`config.mk`:
```
export PLATFORM = sky130hd
export DESIGN_NAME = io_interface_unit
export DESIGN_NICKNAME = d
export VERILOG_FILES = /design/src/rtl/io_interface_unit.sv
export SDC_FILE = /design/constraint.sdc
export NUM_CORES = 1
export LEC_CHECK = 0
export ABC_CLOCK_PERIOD_IN_PS = 1900
export BUFFER_PORTS_ARGS = -buffer_cell sky130_fd_sc_hd__clkbuf_2
export CORE_ASPECT_RATIO = 1.4
export CORE_MARGIN = 4
export CORE_UTILIZATION = 40
export CTS_CLUSTER_DIAMETER = 120
export DETAILED_ROUTE_END_ITERATION = 12
export GPL_TIMING_DRIVEN = 1
export PLACE_DENSITY = 0.67
export SLEW_MARGIN = 0
export SYNTH_ARGS = -nofsm -noshare
export SYNTH_HDL_FRONTEND = slang
export SYNTH_SLANG_ARGS = --single-unit
export TNS_END_PERCENT = 100
```
`constraint.sdc`:
```
create_clock -name clk -period 1.9 [get_ports clk]
set_input_delay 0.285 -clock clk [delete_from_list [all_inputs] [get_ports clk]]
set_output_delay 0.285 -clock clk [all_outputs]
set_load 0.005 [all_outputs]
```
`src/rtl/io_interface_unit.sv`:
```
// rtl/io_interface_unit.sv - I/O stage: INPR/OUTR, FGI/FGO/IEN flags, device handshakes, interrupt request
//
// Holds the keyboard input register (or an optional receive FIFO), the printer output
// register with its SEND/HOLD sequencer, the FGI/FGO/IEN flags, and executes the
// INP/OUT/SKI/SKO/ION/IOF/INT_ACK codes issued by the control unit.
//
// Optional feature macro: IO_RX_FIFO_EN (RX_FIFO_DEPTH-entry input FIFO replaces INPR).
//
// Ports:
//   clk, rst                       clock, synchronous active-high reset
//   io_code[2:0]                   I/O instruction from control unit
//   ac_outdata[7:0]                AC low byte, loaded into OUTR by OUT
//   dev_in_data/valid/ready        keyboard character stream
//   dev_out_data/valid/ready       printer character stream
//   inpr_outdata[7:0]              INPR (or FIFO head) to the ALU
//   fgi/fgo/ien_outdata            input flag, output flag, interrupt enable
//   skip_out                       one-cycle PC skip request from SKI/SKO
//   int_req                        ien & (fgi | fgo)

module io_interface_unit #(
    parameter int OUT_HOLD_CYCLES = 4,
    parameter int RX_FIFO_DEPTH   = 4
) (
    input  logic       clk,
    input  logic       rst,
    input  logic [2:0] io_code,
    input  logic [7:0] ac_outdata,
    input  logic [7:0] dev_in_data,
    input  logic       dev_in_valid,
    output logic       dev_in_ready,
    output logic [7:0] dev_out_data,
    output logic       dev_out_valid,
    input  logic       dev_out_ready,
    output logic [7:0] inpr_outdata,
    output logic       fgi_outdata,
    output logic       fgo_outdata,
    output logic       ien_outdata,
    output logic       skip_out,
    output logic       int_req
);

    localparam logic [2:0] CODE_INP     = 3'b001;
    localparam logic [2:0] CODE_OUT     = 3'b010;
    localparam logic [2:0] CODE_SKI     = 3'b011;
    localparam logic [2:0] CODE_SKO     = 3'b100;
    localparam logic [2:0] CODE_ION     = 3'b101;
    localparam logic [2:0] CODE_IOF     = 3'b110;
    localparam logic [2:0] CODE_INT_ACK = 3'b111;

    localparam int              CW        = (OUT_HOLD_CYCLES > 1) ? $clog2(OUT_HOLD_CYCLES) : 1;
    localparam logic [CW-1:0]   HOLD_LAST = CW'((OUT_HOLD_CYCLES > 0) ? OUT_HOLD_CYCLES - 1 : 0);

    typedef enum logic [1:0] {
        ST_IDLE = 2'd0,
        ST_SEND = 2'd1,
        ST_HOLD = 2'd2
    } out_state_t;

    logic is_inp;
    logic fgi;
    logic accept;

    assign is_inp = (io_code == CODE_INP);

    // ---------------------------------------------------------------- input path
`ifdef IO_RX_FIFO_EN
    localparam int PW = $clog2(RX_FIFO_DEPTH);

    logic [7:0]  mem_q [RX_FIFO_DEPTH];
    logic [PW-1:0] wr_ptr_q, rd_ptr_q;
    logic [PW:0]   count_q, count_d;
    logic          full, empty, pop;

    assign full   = (count_q == (PW+1)'(RX_FIFO_DEPTH));
    assign empty  = (count_q == '0);
    assign dev_in_ready = ~full;
    assign accept = dev_in_valid & ~full;
    assign pop    = is_inp & ~empty;
    assign fgi    = ~empty;
    assign inpr_outdata = empty ? 8'h00 : mem_q[rd_ptr_q];

    always_comb begin
        count_d = count_q;
        if (accept && !pop) begin
            count_d = count_q + 1'b1;
        end else if (pop && !accept) begin
            count_d = count_q - 1'b1;
        end
    end

    // Pointer widths equal log2(depth), so increment wraps modulo depth on its own.
    always_ff @(posedge clk) begin
        if (rst) begin
            wr_ptr_q <= '0;
            rd_ptr_q <= '0;
            count_q  <= '0;
        end else begin
            if (accept) begin
                mem_q[wr_ptr_q] <= dev_in_data;
                wr_ptr_q        <= wr_ptr_q + 1'b1;
            end
            if (pop) begin
                rd_ptr_q <= rd_ptr_q + 1'b1;
            end
            count_q <= count_d;
        end
    end
`else
    logic [7:0] inpr_q, inpr_d;
    logic       fgi_q, fgi_d;

    assign dev_in_ready = ~fgi_q;
    assign accept       = dev_in_valid & ~fgi_q;
    assign fgi          = fgi_q;
    assign inpr_outdata = inpr_q;

    // A new character sets FGI even if INP is issued in the same cycle.
    always_comb begin
        inpr_d = inpr_q;
        fgi_d  = fgi_q;
        if (accept) begin
            inpr_d = dev_in_data;
            fgi_d  = 1'b1;
        end else if (is_inp) begin
            fgi_d  = 1'b0;
        end
    end

    always_ff @(posedge clk) begin
        if (rst) begin
            inpr_q <= 8'h00;
            fgi_q  <= 1'b0;
        end else begin
            inpr_q <= inpr_d;
            fgi_q  <= fgi_d;
        end
    end
`endif

    // ---------------------------------------------------------------- output path
    out_state_t    state_q, state_d;
    logic [7:0]    outr_q, outr_d;
    logic [CW-1:0] hold_cnt_q, hold_cnt_d;
    logic          fgo;

    // FGO is exactly "sequencer idle"; deriving it from the state register keeps them in lockstep.
    assign fgo           = (state_q == ST_IDLE);
    assign dev_out_valid = (state_q == ST_SEND);
    assign dev_out_data  = outr_q;

    always_comb begin
        state_d    = state_q;
        outr_d     = outr_q;
        hold_cnt_d = hold_cnt_q;
        case (state_q)
            ST_IDLE: begin
                if (io_code == CODE_OUT) begin
                    outr_d  = ac_outdata;
                    state_d = ST_SEND;
                end
            end
            ST_SEND: begin
                if (dev_out_ready) begin
                    hold_cnt_d = '0;
                    state_d    = (OUT_HOLD_CYCLES == 0) ? ST_IDLE : ST_HOLD;
                end
            end
            ST_HOLD: begin
                if (hold_cnt_q == HOLD_LAST) begin
                    state_d = ST_IDLE;
                end else begin
                    hold_cnt_d = hold_cnt_q + 1'b1;
                end
            end
            default: begin
                state_d = ST_IDLE;
            end
        endcase
    end

    always_ff @(posedge clk) begin
        if (rst) begin
            state_q    <= ST_IDLE;
            outr_q     <= 8'h00;
            hold_cnt_q <= '0;
        end else begin
            state_q    <= state_d;
            outr_q     <= outr_d;
            hold_cnt_q <= hold_cnt_d;
        end
    end

    // ---------------------------------------------------------------- flags, skip, interrupt
    logic ien_q, ien_d;
    logic skip_q, skip_d;

    always_comb begin
        ien_d  = ien_q;
        skip_d = 1'b0;
        case (io_code)
            CODE_SKI:     skip_d = fgi;
            CODE_SKO:     skip_d = fgo;
            CODE_ION:     ien_d  = 1'b1;
            CODE_IOF:     ien_d  = 1'b0;
            CODE_INT_ACK: ien_d  = 1'b0;
            default:      ;
        endcase
    end

    always_ff @(posedge clk) begin
        if (rst) begin
            ien_q  <= 1'b0;
            skip_q <= 1'b0;
        end else begin
            ien_q  <= ien_d;
            skip_q <= skip_d;
        end
    end

    assign fgi_outdata = fgi;
    assign fgo_outdata = fgo;
    assign ien_outdata = ien_q;
    assign skip_out    = skip_q;
    assign int_req     = ien_q & (fgi | fgo);

endmodule

```
# == Word level (Yosys, flattened, before mapping) ==
# Index checks and enable logic that the tools add are counted.
# op_classes
n_mul,0
n_addsub,1
n_mux,11
magnitude_cmp,0
reduce_logical,8
n_div,0
n_bitwise,4
n_eq_ne,14
shifts,0
# op_table
cell,n
$eq A3 B3 Y1 const B,4
$mux W2,5
$eq A3 B2 Y1 const B,2
$pmux W2 S3,1
$reduce_and A3 Y1,2
$reduce_bool A2 Y1,3
$eq A2 B2 Y1 const B,2
$ne A2 B1 Y1 const B,2
$ne A2 B2 Y1 const B,2
$pmux W1 S2,2
$pmux W2 S2,1
$eq A3 B1 Y1 const B,1
$add A2 B1 Y2 const B,1
$and A1 B1 Y1,2
$eq A2 B1 Y1 const B,1
$logic_not A2 Y1,1
$mux W1,2
$reduce_and A2 Y1,1
$reduce_or A2 Y1,1
$not A1 Y1,1
$or A1 B1 Y1,1
# word_totals
out_inout_bits,23
wordCells,45
input_bits,23
latchBits,0
memories,0
ramBits,0
rom_bits,0
register_bits,23

# == Longest topological paths before layout ==
# Gate-level depths: netlist of the first run.
# depth
ltp_word,3
mapped_depth,5
ltp_nobuf,4

# == Least setup slack after synthesis of the first run ==
# No wires, ideal clock.
# synth_path
kind,register to register
startpoint,register hold_cnt_q[0]
endpoint,register hold_cnt_q[0]
period_less_slack_ns,1.163
stages_incl_launch_ff,5
path_slack_ns,0.737
arrival_time_ns,1.063
path_buffers,0
cell_sequence,dfxtp_1 -> ha_1 -> nor2b_4 -> and3b_4 -> a2111oi_4
# synth_via
elab_chain_len,3
word_cells_on_any_way,6
cone_classes,1 x add/sub; 2 x eq/ne; 2 x mux; 1 x reduce/logical
# synth_rtl
element,line_no,rtl
start: declaration,143,"logic [CW-1:0] hold_cnt_q, hold_cnt_d;"
start signal: assignment,189,hold_cnt_q <= hold_cnt_d;
$add A2 B1 Y2 or $eq A2 B2 Y1 (tied branches),"172, 169",
$mux W2 or $ne A2 B2 Y1 (tied branches),n/a,
$pmux W2 S2 or $reduce_and A3 Y1 (tied branches),n/a,
# Parallel ways exist; a longest one is shown, timed or not. The select of a mux whose other input is x is not followed.
# A chain may end at the register's enable or synchronous reset.

# == Worst setup path in the final report of the first run ==
# layout_path
startpoint,register state_q[0]
endpoint,output port int_req
# layout_via
elab_chain_len,3
# layout_rtl
element,line_no,rtl
start: declaration,141,"out_state_t state_q, state_d;"
start signal: assignment,187,state_q <= state_d;
$logic_not A2 Y1,147,assign fgo = (state_q == ST_IDLE);
$or A1 B1 Y1,224,assign int_req = ien_q & (fgi | fgo);
$and A1 B1 Y1,224,
end: declaration,39,output logic int_req
# No other way between the ends.

==> results of run 1 <==
==> cells by family (layout without fill, tap and decap cells) <==
family,after synthesis,in the layout,synth area share
buffers and inverters,12,54,0.06250
AO/OA/AOI/OAI,27,27,0.1767
flip-flops,23,23,0.4423
AND/OR/NAND/NOR,51,51,0.3065
adder cells (fa/ha/maj),1,1,0.01202
==> worst max-delay path: stages, from the launching register on <==
cell and delay (ns):
dfxtp_1 0.53, nor2_1 0.12, o21a_1 0.18, clkbuf_2 0.10
==> per-layer routing <==
metal / routed length (um) / track usage / vias to the layer above
met5: 0 / 0 / -
met4: 15 / 0.05051 / 0
met3: 209 / 0.03268 / 2
met2: 1037 / 0.2484 / 38
met1: 836 / 0.1263 / 410
li1: - / - / 473
==> cell usage after synthesis (2+ instances only) <==
cell and n:
nor2b_1 2, nand2_1 17, o21ai_1 8, inv_1 3, nand2b_1 11, nand4b_1 8
dfxtp_1 23, nor2_1 5, clkbuf_1 2, buf_4 2, buf_2 4, a21oi_1 11
==> registers in the layout (all words and copies together), names as in the netlist <==
signal and cells:
dev_out_data 8, fgi_outdata 1, hold_cnt_q 2, ien_outdata 1, inpr_outdata 8, skip_out 1, state_q 2
==> layout make-up <==
type	count	area, um^2	share of cell area
clock buffers	4	26.28	0.02027
inverters	3	11.26	0.008687
multi-input cells	79	515.5	0.3977
flip-flops and latches	23	460.4	0.3552
well taps	34	42.54	0.03282
repair buffers	47	240.2	0.1853
==> per-stage QoR <==
step,hold WS (ns),cells
after floorplan,0.3806,114
after global placement,0.4438,186
after detailed placement,0.4498,186
after CTS,0.1742,190
after global routing,0.1743,190
final,0.1882,190
==> worst paths after layout <==
kind / end / slack (ns) / depth (start not counted)
hold reg to reg: inpr_outdata[7]$_SDFFE_PP0P_ / 0.46 / 2
setup reg to reg: hold_cnt_q[0]$_SDFFE_PP0P_ / 0.65 / 4
setup / recovery: int_req / 0.39 / 3
hold / removal: inpr_outdata[2]$_SDFFE_PP0P_ / 0.19 / 3
==> power breakdown <==
group          internal, uW  total, uW  switching [uW]  leakage [uW]
Clock                  81.8        218             137     0.0000150
Combinational          66.0        133            67.2      0.000369
Sequential              505        521            15.9      0.000188
==> results.txt, run 1 <==
----------------------------------------------------
[Status]
  Result of the run ... finished clean

[Layout]
  Top library cells by usage in the layout, fill and taps aside ... clkbuf_2, dfxtp_1, nand2_1
  Number of antenna diodes ... 0
  Layout Nets ... 181
  Post-route cell area ... 0.001296 mm^2
  Filler Cell Count ... 252
  Area growth, synth to finish ... 24.52%
  Most common library cell in the layout ignoring fill and taps ... clkbuf_2
  Util after Layout ... 0.5305
  Fraction of final layout cells sized beyond drive strength 1 ... 0.3782

[Route]
  Drt first pass iters ... 4
  Number of violations reported at the end of detailed-routing iteration 0 ... 14
  Vias per Instance ... 4.858
  Total routed wirelength ... 2099 um
  DRC errors left ... 0
  DRT antenna net count ... 0
  Wire per inst ... 11.05 um
  Vias after detailed routing ... 923

[Clock network]
  Latest clock arrival within the worst-skew pair ... 0.30 ns
  Number of setup buffers added after CTS ... 0
  TritonCTS clock tree ... yes
  Resized Gates After CTS ... 0
  CTS max path bufs ... 2
  # H-tree levels ... 1
  Clock buffers created by TritonCTS ... 3
  CTS clk-pin slew, worst paths ... 0.12 ns
  Hold bufs inserted after CTS ... 0
  Number of clock sinks seen by CTS ... 23
  CTS root buffer ... clkbuf_4

[STA]
  Slew at the pin closest to its max-slew limit ... 0.5489 ns
  Headroom to the max-slew limit ... 0.6340
  Period utilization ... 0.7971
  Final slew viol count ... 0
  Clock period minus worst slack ... 1.514 ns
  Unrepaired setup endpoints after global routing ... no
  Hold Vio Cnt, Final ... 0
  Final setup TNS ... 0 ns
  Layout Skew ... 0.004826 ns
  Least setup slack across all paths after layout ... 0.3855 ns
  Achievable clock frequency ... 0.6603 GHz
  Final setup violation count ... 0

[Logic synthesis]
  Unique cell type count in the Yosys netlist ... 30
  Count of flip-flops with a built-in enable after synthesis ... 0
  Ys async rst share ... 0
  Mapped cell area ... 0.001041 mm^2
  Synth top area share ... 0.4423
  Dominant cells by area after synthesis ... dfxtp_1, nand4b_1, nand2b_1
  Library cell occupying the most area in the post-synthesis netlist ... dfxtp_1
  Number of warnings reported in the yosys synthesis log ... 0
  Primary FF master, synth ... dfxtp_1
  Synthesized Nets ... 138
  Count of mapped cells out of synthesis ... 114
  Sequential element share of the synthesized area ... 0.4423
  Post-synthesis register bit count ... 23
  Average instance area after synthesis ... 9.132 um^2

[Setup path]
  Crit. End Element ... output port
  Worst Setup SP ... state_q[0]$_SDFFE_PP0P_
  Worst endpoint data arrival time ... 1.23 ns
  Setup crit start kind ... flip-flop
  Classification of the worst setup path ... reg -> out
  Startpoint of the most critical register-to-register path ... hold_cnt_q[0]$_SDFFE_PP0P_
  Worst path required time ... 1.62 ns
  Largest fanout on the critical path ... 9

[Pwr]
  Pwr Density ... 673.0 mW/mm^2
  Total power of the final layout ... 872.4 uW
  Largest voltage drop on the vdd net ... 476.4 uV
  Leakage power summed over all cells ... 0.0005719 uW

[Floorplanning]
  Std-Cell Core Area ... 0.002444 mm^2
  Initial core utilization ... 0.4260
  Die height ... 68.36 um
  Die Footprint ... 0.003494 mm^2
  # rows ... 21
  IO Pins ... 46
  Die Wd ... 51.12 um

[Placement]
  Final weighted congestion of routability-driven global placement ... 0.6508
  Post-place setup slack ... 0.6659 ns
  Hpwl dp ... 1669 um
  Post-detailed-placement cell area ... 0.001270 mm^2
  Quantity of I/O buffers inserted on ports ... 45

[Worst hold path]
  Worst Min Path Start ... dev_in_data[2]
  Hold Crit Class ... in -> reg

[Global route]
  Remaining global-route overflow ... 0
  Maximum number of pins on one net before global-route repair ... 32
  Vias in the first global route ... 854
  Total Routing Usage GR ... 0.1275
  Number of antenna violations at the first check in global routing ... 0
  Global-route wire length before repair ... 3470 um

[Run]
  Max-capacitance violation count ... 0

----------------------------------------------------
Note: power is estimated with default switching activity, not from simulation.
==> run 2, diff against run 1 <==
ABC_CLOCK_PERIOD_IN_PS = 1400   (was 1900)
clock period = 1.4 ns   (was 1.9 ns; I/O delays follow)
==> run 2 against run 1 <==
- final area increased by 0.39%
- sequential share of layout area increased by 0.056 points
- cell count unchanged
- worst hold slack got worse by 0.079 ns
- sequential power increased by 36%
- register-to-register slack got worse by 0.52 ns
- setup slack got worse by 0.29 ns
==> results.txt, run 2 (synthesis gave the netlist of run 1 again) <==
----------------------------------------------------
[Global route]
  Global-route wire length before repair ... 3815 um (+9.9%)
  Maximum number of pins on one net before global-route repair ... 32 (unchanged)
  Vias in the first global route ... 930 (+8.9%)
  Remaining global-route overflow ... 0 (unchanged)
  Number of antenna violations at the first check in global routing ... 0 (unchanged)
  Total Routing Usage GR ... 0.1416 (+0.01410)

[Route]
  Wire per inst ... 11.71 um (+6.0%)
  Vias per Instance ... 4.842 (-0.33%)
  DRC errors left ... 0 (unchanged)
  DRT antenna net count ... 0 (unchanged)
  Total routed wirelength ... 2225 um (+6.0%)
  Drt first pass iters ... 3 (-1)
  Number of violations reported at the end of detailed-routing iteration 0 ... 9 (-5)
  Vias after detailed routing ... 920 (-0.33%)

[Worst hold path]
  Hold Crit Class ... in -> reg
  Cell depth of the worst min-delay path ... 3 (unchanged)

[Floorplanning]
  Std-Cell Core Area ... 0.002444 mm^2 (unchanged)
  Die Footprint ... 0.003494 mm^2 (unchanged)
  # rows ... 21 (unchanged)
  Die Wd ... 51.12 um (unchanged)
  Die height ... 68.36 um (unchanged)
  IO Pins ... 46 (unchanged)
  Initial core utilization ... 0.4260 (unchanged)

[Setup path]
  Worst Setup SP ... state_q[0]$_SDFFE_PP0P_
  Reg2Reg Capture Point ... hold_cnt_q[0]$_SDFFE_PP0P_
  Buffers and inverters on the worst path ... 1 (unchanged)
  Master of the slowest instance on the critical path ... dfxtp_2
  CP peak stage delay ... 0.45 ns (-0.08 ns)
  Setup crit start kind ... flip-flop
  Path length in cells of the critical path ... 3 (unchanged)
  Depth of the worst register-to-register path ... 4 (unchanged)
  Chain of cells forming the critical path ... nor2_2, o21a_1, clkbuf_2
  Largest fanout on the critical path ... 9 (unchanged)
  Crit. End Element ... output port
  Classification of the worst setup path ... reg -> out
  Startpoint of the most critical register-to-register path ... hold_cnt_q[0]$_SDFFE_PP0P_
  Worst endpoint data arrival time ... 1.09 ns (-0.14 ns)
  Setup slack on the worst flop-to-flop path ... 0.13 ns (-0.52 ns)
  Crit-path leading delay family ... flip-flops
  Critical path destination ... int_req
  Worst path required time ... 1.19 ns (-0.43 ns)

[STA]
  Hold Vio Cnt, Final ... 0 (unchanged)
  Period utilization ... 0.9307
  Final slew viol count ... 0 (unchanged)
  Headroom to the max-slew limit ... 0.6305 (-0.003549)
  Hold slack ... 0.1096 ns (-0.07861 ns)
  Slew at the pin closest to its max-slew limit ... 0.5543 ns (+0.005324 ns)
  Layout Skew ... 0.003137 ns (-0.001689 ns)
  Final setup violation count ... 0 (unchanged)
  Achievable clock frequency ... 0.7675 GHz
  Clock period minus worst slack ... 1.303 ns
  Unrepaired setup endpoints after global routing ... no
  Final setup TNS ... 0 ns (unchanged)

[Clock network]
  Clock buffers created by TritonCTS ... 3 (unchanged)
  CTS max path bufs ... 2 (unchanged)
  CTS root buffer ... clkbuf_4
  Number of clock sinks seen by CTS ... 23 (unchanged)
  CTS clk-pin slew, worst paths ... 0.12 ns (about the same)
  Latest clock arrival within the worst-skew pair ... 0.30 ns (about the same)
  # H-tree levels ... 1 (unchanged)
  Hold bufs inserted after CTS ... 0 (unchanged)
  TritonCTS clock tree ... yes

[Layout]
  Number of antenna diodes ... 0 (unchanged)
  Area growth, synth to finish ... 25.00%
  Layout Nets ... 181 (unchanged)
  Most common library cell in the layout ignoring fill and taps ... clkbuf_2
  Filler Cell Count ... 252 (unchanged)
  Top library cells by usage in the layout, fill and taps aside ... clkbuf_2, dfxtp_1, nand2_1
  Fraction of final layout cells sized beyond drive strength 1 ... 0.3974 (+0.01923)

[Placement]
  Hpwl dp ... 1683 um (+0.81%)
  Final weighted congestion of routability-driven global placement ... 0.6569 (+0.94%)
  Quantity of I/O buffers inserted on ports ... 45 (unchanged)

[Pwr]
  Leakage power summed over all cells ... 0.0005737 uW (+0.31%)
  Pwr Density ... 919.0 mW/mm^2 (+37%)
  Largest voltage drop on the vdd net ... 510.0 uV (+7.1%)

[Run]
  Max-capacitance violation count ... 0 (unchanged)

[Status]
  Result of the run ... finished clean

----------------------------------------------------
run 2: cell count changes in the layout (fill, tap and decap cells not counted):
cell / change
nor2_1: -1
dfxtp_1: -2
nor2_2: +1
dfxtp_2: +2
run 2: final cells by class:
type / count / area (um^2) / area share
multi-input cells: 79 / 518.0 / 0.3981
flip-flops and latches: 23 / 462.9 / 0.3558
repair buffers: 47 / 240.2 / 0.1846
well taps: 34 / 42.54 / 0.03269
clock buffers: 4 / 26.28 / 0.02019
inverters: 3 / 11.26 / 0.008654
run 2: worst min-delay path by stage:
stage | startpoint | endpoint | slack (ns)
floorplan | io_code[2] | ien_outdata$_SDFFE_PP0P_ | 0.31
global placement | dev_in_data[0] | inpr_outdata[0]$_SDFFE_PP0P_ | 0.44
detailed placement | dev_in_data[0] | inpr_outdata[0]$_SDFFE_PP0P_ | 0.44
CTS | dev_in_data[0] | inpr_outdata[0]$_SDFFE_PP0P_ | 0.1
global route | dev_in_data[0] | inpr_outdata[0]$_SDFFE_PP0P_ | 0.09
finish | dev_in_data[0] | inpr_outdata[0]$_SDFFE_PP0P_ | 0.11
run 2: worst min-delay path, stage by stage:
cell,delay [ns]
clkbuf_2,0.08
nand2_1,0.04
a21oi_1,0.05
run 2: power breakdown:
part	internal (uW)	switching [uW]	total [uW]	leakage [uW]
Clock	111	194	305	0.0000150
Sequential	686	22.3	708	0.000189
Combinational	90.1	92.7	183	0.000370
Total	887	309	1200	0.000574
run 2: per-stage QoR:
step,total power (uW),util,cells,instance area (um^2),worst slack (ns)
CTS,1216,0.5310,190,1297,0.04626
global route,1275,0.5325,190,1301,0.008711
global placement,902.8,0.5197,186,1270,0.2268
finish,1196,0.5325,190,1301,0.09709
detailed placement,908.9,0.5197,186,1270,0.1619
floorplan,826.7,-,114,1041,0.2370
run 2: what timing repair did:
action / CTS / global route
gates resized for setup: 1 / 2
setup buffers: 0 / 0
setup endpoints to repair: 2 / 1
run 2: layer usage:
metal | up-vias | GRT usage | share of wire | wire [um]
met1 | 409 | 0.1461 | 0.41 | 911
met5 | - | 0 | 0 | 0
met2 | 36 | 0.2661 | 0.50 | 1102
met3 | 2 | 0.03050 | 0.084 | 186
li1 | 473 | - | - | -
met4 | 0 | 0.07071 | 0.011 | 24
==> run 3, diff against run 2 <==
SETUP_SLACK_MARGIN = 0.1   (was default)
SLEW_MARGIN = 15   (was 0)
==> run 3 against run 2 <==
- global-route usage shrank 0.091 points
- wire length grew 1.5%
- first-iteration DRC count is 33% higher
- fmax rose by 4.9%
- register-to-register slack better by 0.03 ns
- largest cell class unchanged
- highest routed layer unchanged
==> results.txt, run 3 (synthesis gave the netlist of run 1 again) <==
----------------------------------------------------
[Clock network]
  Clock buffers created by TritonCTS ... 3 (unchanged)
  Number of clock sinks seen by CTS ... 23 (unchanged)
  CTS max path bufs ... 2 (unchanged)
  Latest clock arrival within the worst-skew pair ... 0.30 ns (about the same)
  TritonCTS clock tree ... yes
  CTS root buffer ... clkbuf_4
  # H-tree levels ... 1 (unchanged)
  CTS clk-pin slew, worst paths ... 0.12 ns (about the same)

[Placement]
  Hpwl dp ... 1683 um (unchanged)
  Cell count after placement ... 186 (unchanged)
  Final weighted congestion of routability-driven global placement ... 0.6569 (unchanged)
  Quantity of I/O buffers inserted on ports ... 45 (unchanged)

[Route]
  Vias after detailed routing ... 932 (+1.3%)
  Wire per inst ... 11.76 um (+0.43%)
  Number of violations reported at the end of detailed-routing iteration 0 ... 12 (+3)
  Total routed wirelength ... 2258 um (+1.5%)
  DRC errors left ... 0 (unchanged)
  Drt first pass iters ... 3 (unchanged)
  Vias per Instance ... 4.854 (+0.25%)
  DRT antenna net count ... 0 (unchanged)

[Pwr]
  Leakage power summed over all cells ... 0.0005856 uW (+2.1%)
  Combinational share of power ... 0.157 (+0.004)
  Relative contribution of sequential cells to total power ... 0.588 (-0.004)
  Switching power as a share of total power ... 0.2590 (+0.0006663)
  Pwr Density ... 904.8 mW/mm^2 (-1.6%)
  Largest voltage drop on the vdd net ... 510.0 uV (about the same)
  Total power of the final layout ... 1197 uW (about the same)
  Sw power ... 310.0 uW (+0.31%)
  Internal power ... 886.6 uW (about the same)
  Clock power frac ... 0.255 (about the same)

[Setup path]
  Startpoint of the most critical register-to-register path ... state_q[1]$_SDFFE_PP0P_
  Worst path required time ... 1.19 ns (about the same)
  Crit. End Element ... output port
  Depth of the worst register-to-register path ... 4 (unchanged)
  CP peak stage delay ... 0.39 ns (-0.06 ns)
  Classification of the worst setup path ... reg -> out
  Master of the slowest instance on the critical path ... dfxtp_4
  Worst endpoint data arrival time ... 1.03 ns (-0.06 ns)
  Largest fanout on the critical path ... 5 (-4)
  Worst Setup SP ... state_q[1]$_SDFFE_PP0P_
  Reg2Reg Capture Point ... hold_cnt_q[0]$_SDFFE_PP0P_
  Chain of cells forming the critical path ... and2b_2, clkbuf_2
  Setup slack on the worst flop-to-flop path ... 0.16 ns (+0.03 ns)
  Setup crit start kind ... flip-flop

[Global route]
  Vias in the first global route ... 927 (-0.32%)
  Maximum number of pins on one net before global-route repair ... 32 (unchanged)
  Remaining global-route overflow ... 0 (unchanged)
  Number of antenna violations at the first check in global routing ... 0 (unchanged)
  Global-route wire length before repair ... 3788 um (-0.71%)
  Total Routing Usage GR ... 0.1407 (-0.0009137)

[STA]
  Final setup violation count ... 0 (unchanged)
  Clock period minus worst slack ... 1.242 ns (-0.06080 ns)
  Unrepaired setup endpoints after global routing ... yes
  Final setup TNS ... 0 ns (unchanged)
  Achievable clock frequency ... 0.8051 GHz (+4.9%)
  Headroom to the max-slew limit ... 0.6281 (-0.002362)
  Final slew viol count ... 0 (unchanged)
  Hold slack ... 0.1098 ns (+0.0002040 ns)
  Hold Vio Cnt, Final ... 0 (unchanged)
  Slew at the pin closest to its max-slew limit ... 0.5578 ns (+0.003543 ns)
  Layout Skew ... 0.003100 ns (-0.00003747 ns)
  Period utilization ... 0.8872 (-0.04343)

[Layout]
  Layout Nets ... 183 (+1.1%)
  Filler Cell Count ... 249 (-1.2%)
  Non-Filler Instances ... 192 (+1.1%)
  Fraction of final layout cells sized beyond drive strength 1 ... 0.4114 (+0.01396)
  Area growth, synth to finish ... 27.04%
  Number of antenna diodes ... 0 (unchanged)
  Most common library cell in the layout ignoring fill and taps ... clkbuf_2
  FF+latch area ... 469.2 um^2 (+1.4%)
  Area taken by multi-input logic gates ... 518.0 um^2 (unchanged)
  Top library cells by usage in the layout, fill and taps aside ... clkbuf_2, dfxtp_1, nand2_1

[Floorplanning]
  # rows ... 21 (unchanged)
  Initial core utilization ... 0.4260 (unchanged)
  Die Wd ... 51.12 um (unchanged)
  IO Pins ... 46 (unchanged)
  Std-Cell Core Area ... 0.002444 mm^2 (unchanged)
  Die height ... 68.36 um (unchanged)
  Die Footprint ... 0.003494 mm^2 (unchanged)

[Run]
  Max-capacitance violation count ... 0 (unchanged)

[Worst hold path]
  Hold path endpoint ... inpr_outdata[0]$_SDFFE_PP0P_
  Cell depth of the worst min-delay path ... 3 (unchanged)
  Hold Crit Class ... in -> reg
  Worst Min Path Start ... dev_in_data[0]

[Status]
  Result of the run ... finished clean

----------------------------------------------------
==> run 3: cell types whose count changed in the layout (fill, tap and decap cells not counted), sizes merged <==
cell  change
buf       +2
==> run 3: timing repair <==
item                                   4_1_cts  5_1_grt
setup endpoints to repair                    3        9
pin swaps                                    0        0
resized for setup                            4        2
hold buffers                                 0        0
endpoints found under the hold margin        0        0
buffers inserted                             0        2
==> run 3: how the worst max path moves through the flow <==
| stage | cells after the start | to | slack, ns |
|---|---|---|---|
| after global placement | 4 | hold_cnt_q[0]$_SDFFE_PP0P_ | 0.23 |
| after detailed placement | 4 | hold_cnt_q[0]$_SDFFE_PP0P_ | 0.16 |
| after floorplan | 4 | hold_cnt_q[0]$_SDFFE_PP0P_ | 0.24 |
| final | 2 | dev_out_valid | 0.16 |
| after CTS | 3 | int_req | 0.11 |
| after global routing | 3 | inpr_outdata[5]$_SDFFE_PP0P_ | 0.05 |
==> run 3: stage by stage <==
stage               instance area [um^2]  setup WS [ns]  utilization
finish                              1323         0.1579       0.5412
global route                        1323        0.05271       0.5412
CTS                                 1304         0.1074       0.5335
detailed placement                  1270         0.1619       0.5197
global placement                    1270         0.2268       0.5197
floorplan                           1041         0.2370            -
==> run 3: area by class of cell <==
type                    count  share of cell area
clock buffers               4             0.01987
inverters                   3            0.008515
multi-input cells          79              0.3917
flip-flops and latches     23              0.3548
well taps                  34             0.03217
repair buffers             49              0.1930
==> run 3: power groups by stage <==
stage	Sequential [uW]	Clock, uW	Combinational (uW)
detailed placement	722	0	187
finish	704	305	188
global route	709	356	211
floorplan	720	0	107
CTS	707	321	187
global placement	721	0	182
==> run 3: critical path: cells and delay by family, from the launching register on <==
kind | cells | cell delay, ns
flip-flops | 1 | 0.39
AND/OR/NAND/NOR | 1 | 0.22
buffers and inverters | 1 | 0.11
==> run 3: metal layers <==
| metal | part of all wire | vias to the layer above | track usage |
|---|---|---|---|
| met5 | 0 | - | 0 |
| li1 | - | 478 | - |
| met4 | 0.011 | 0 | 0.07071 |
| met1 | 0.42 | 416 | 0.1434 |
| met2 | 0.49 | 36 | 0.2661 |
| met3 | 0.079 | 2 | 0.03050 |
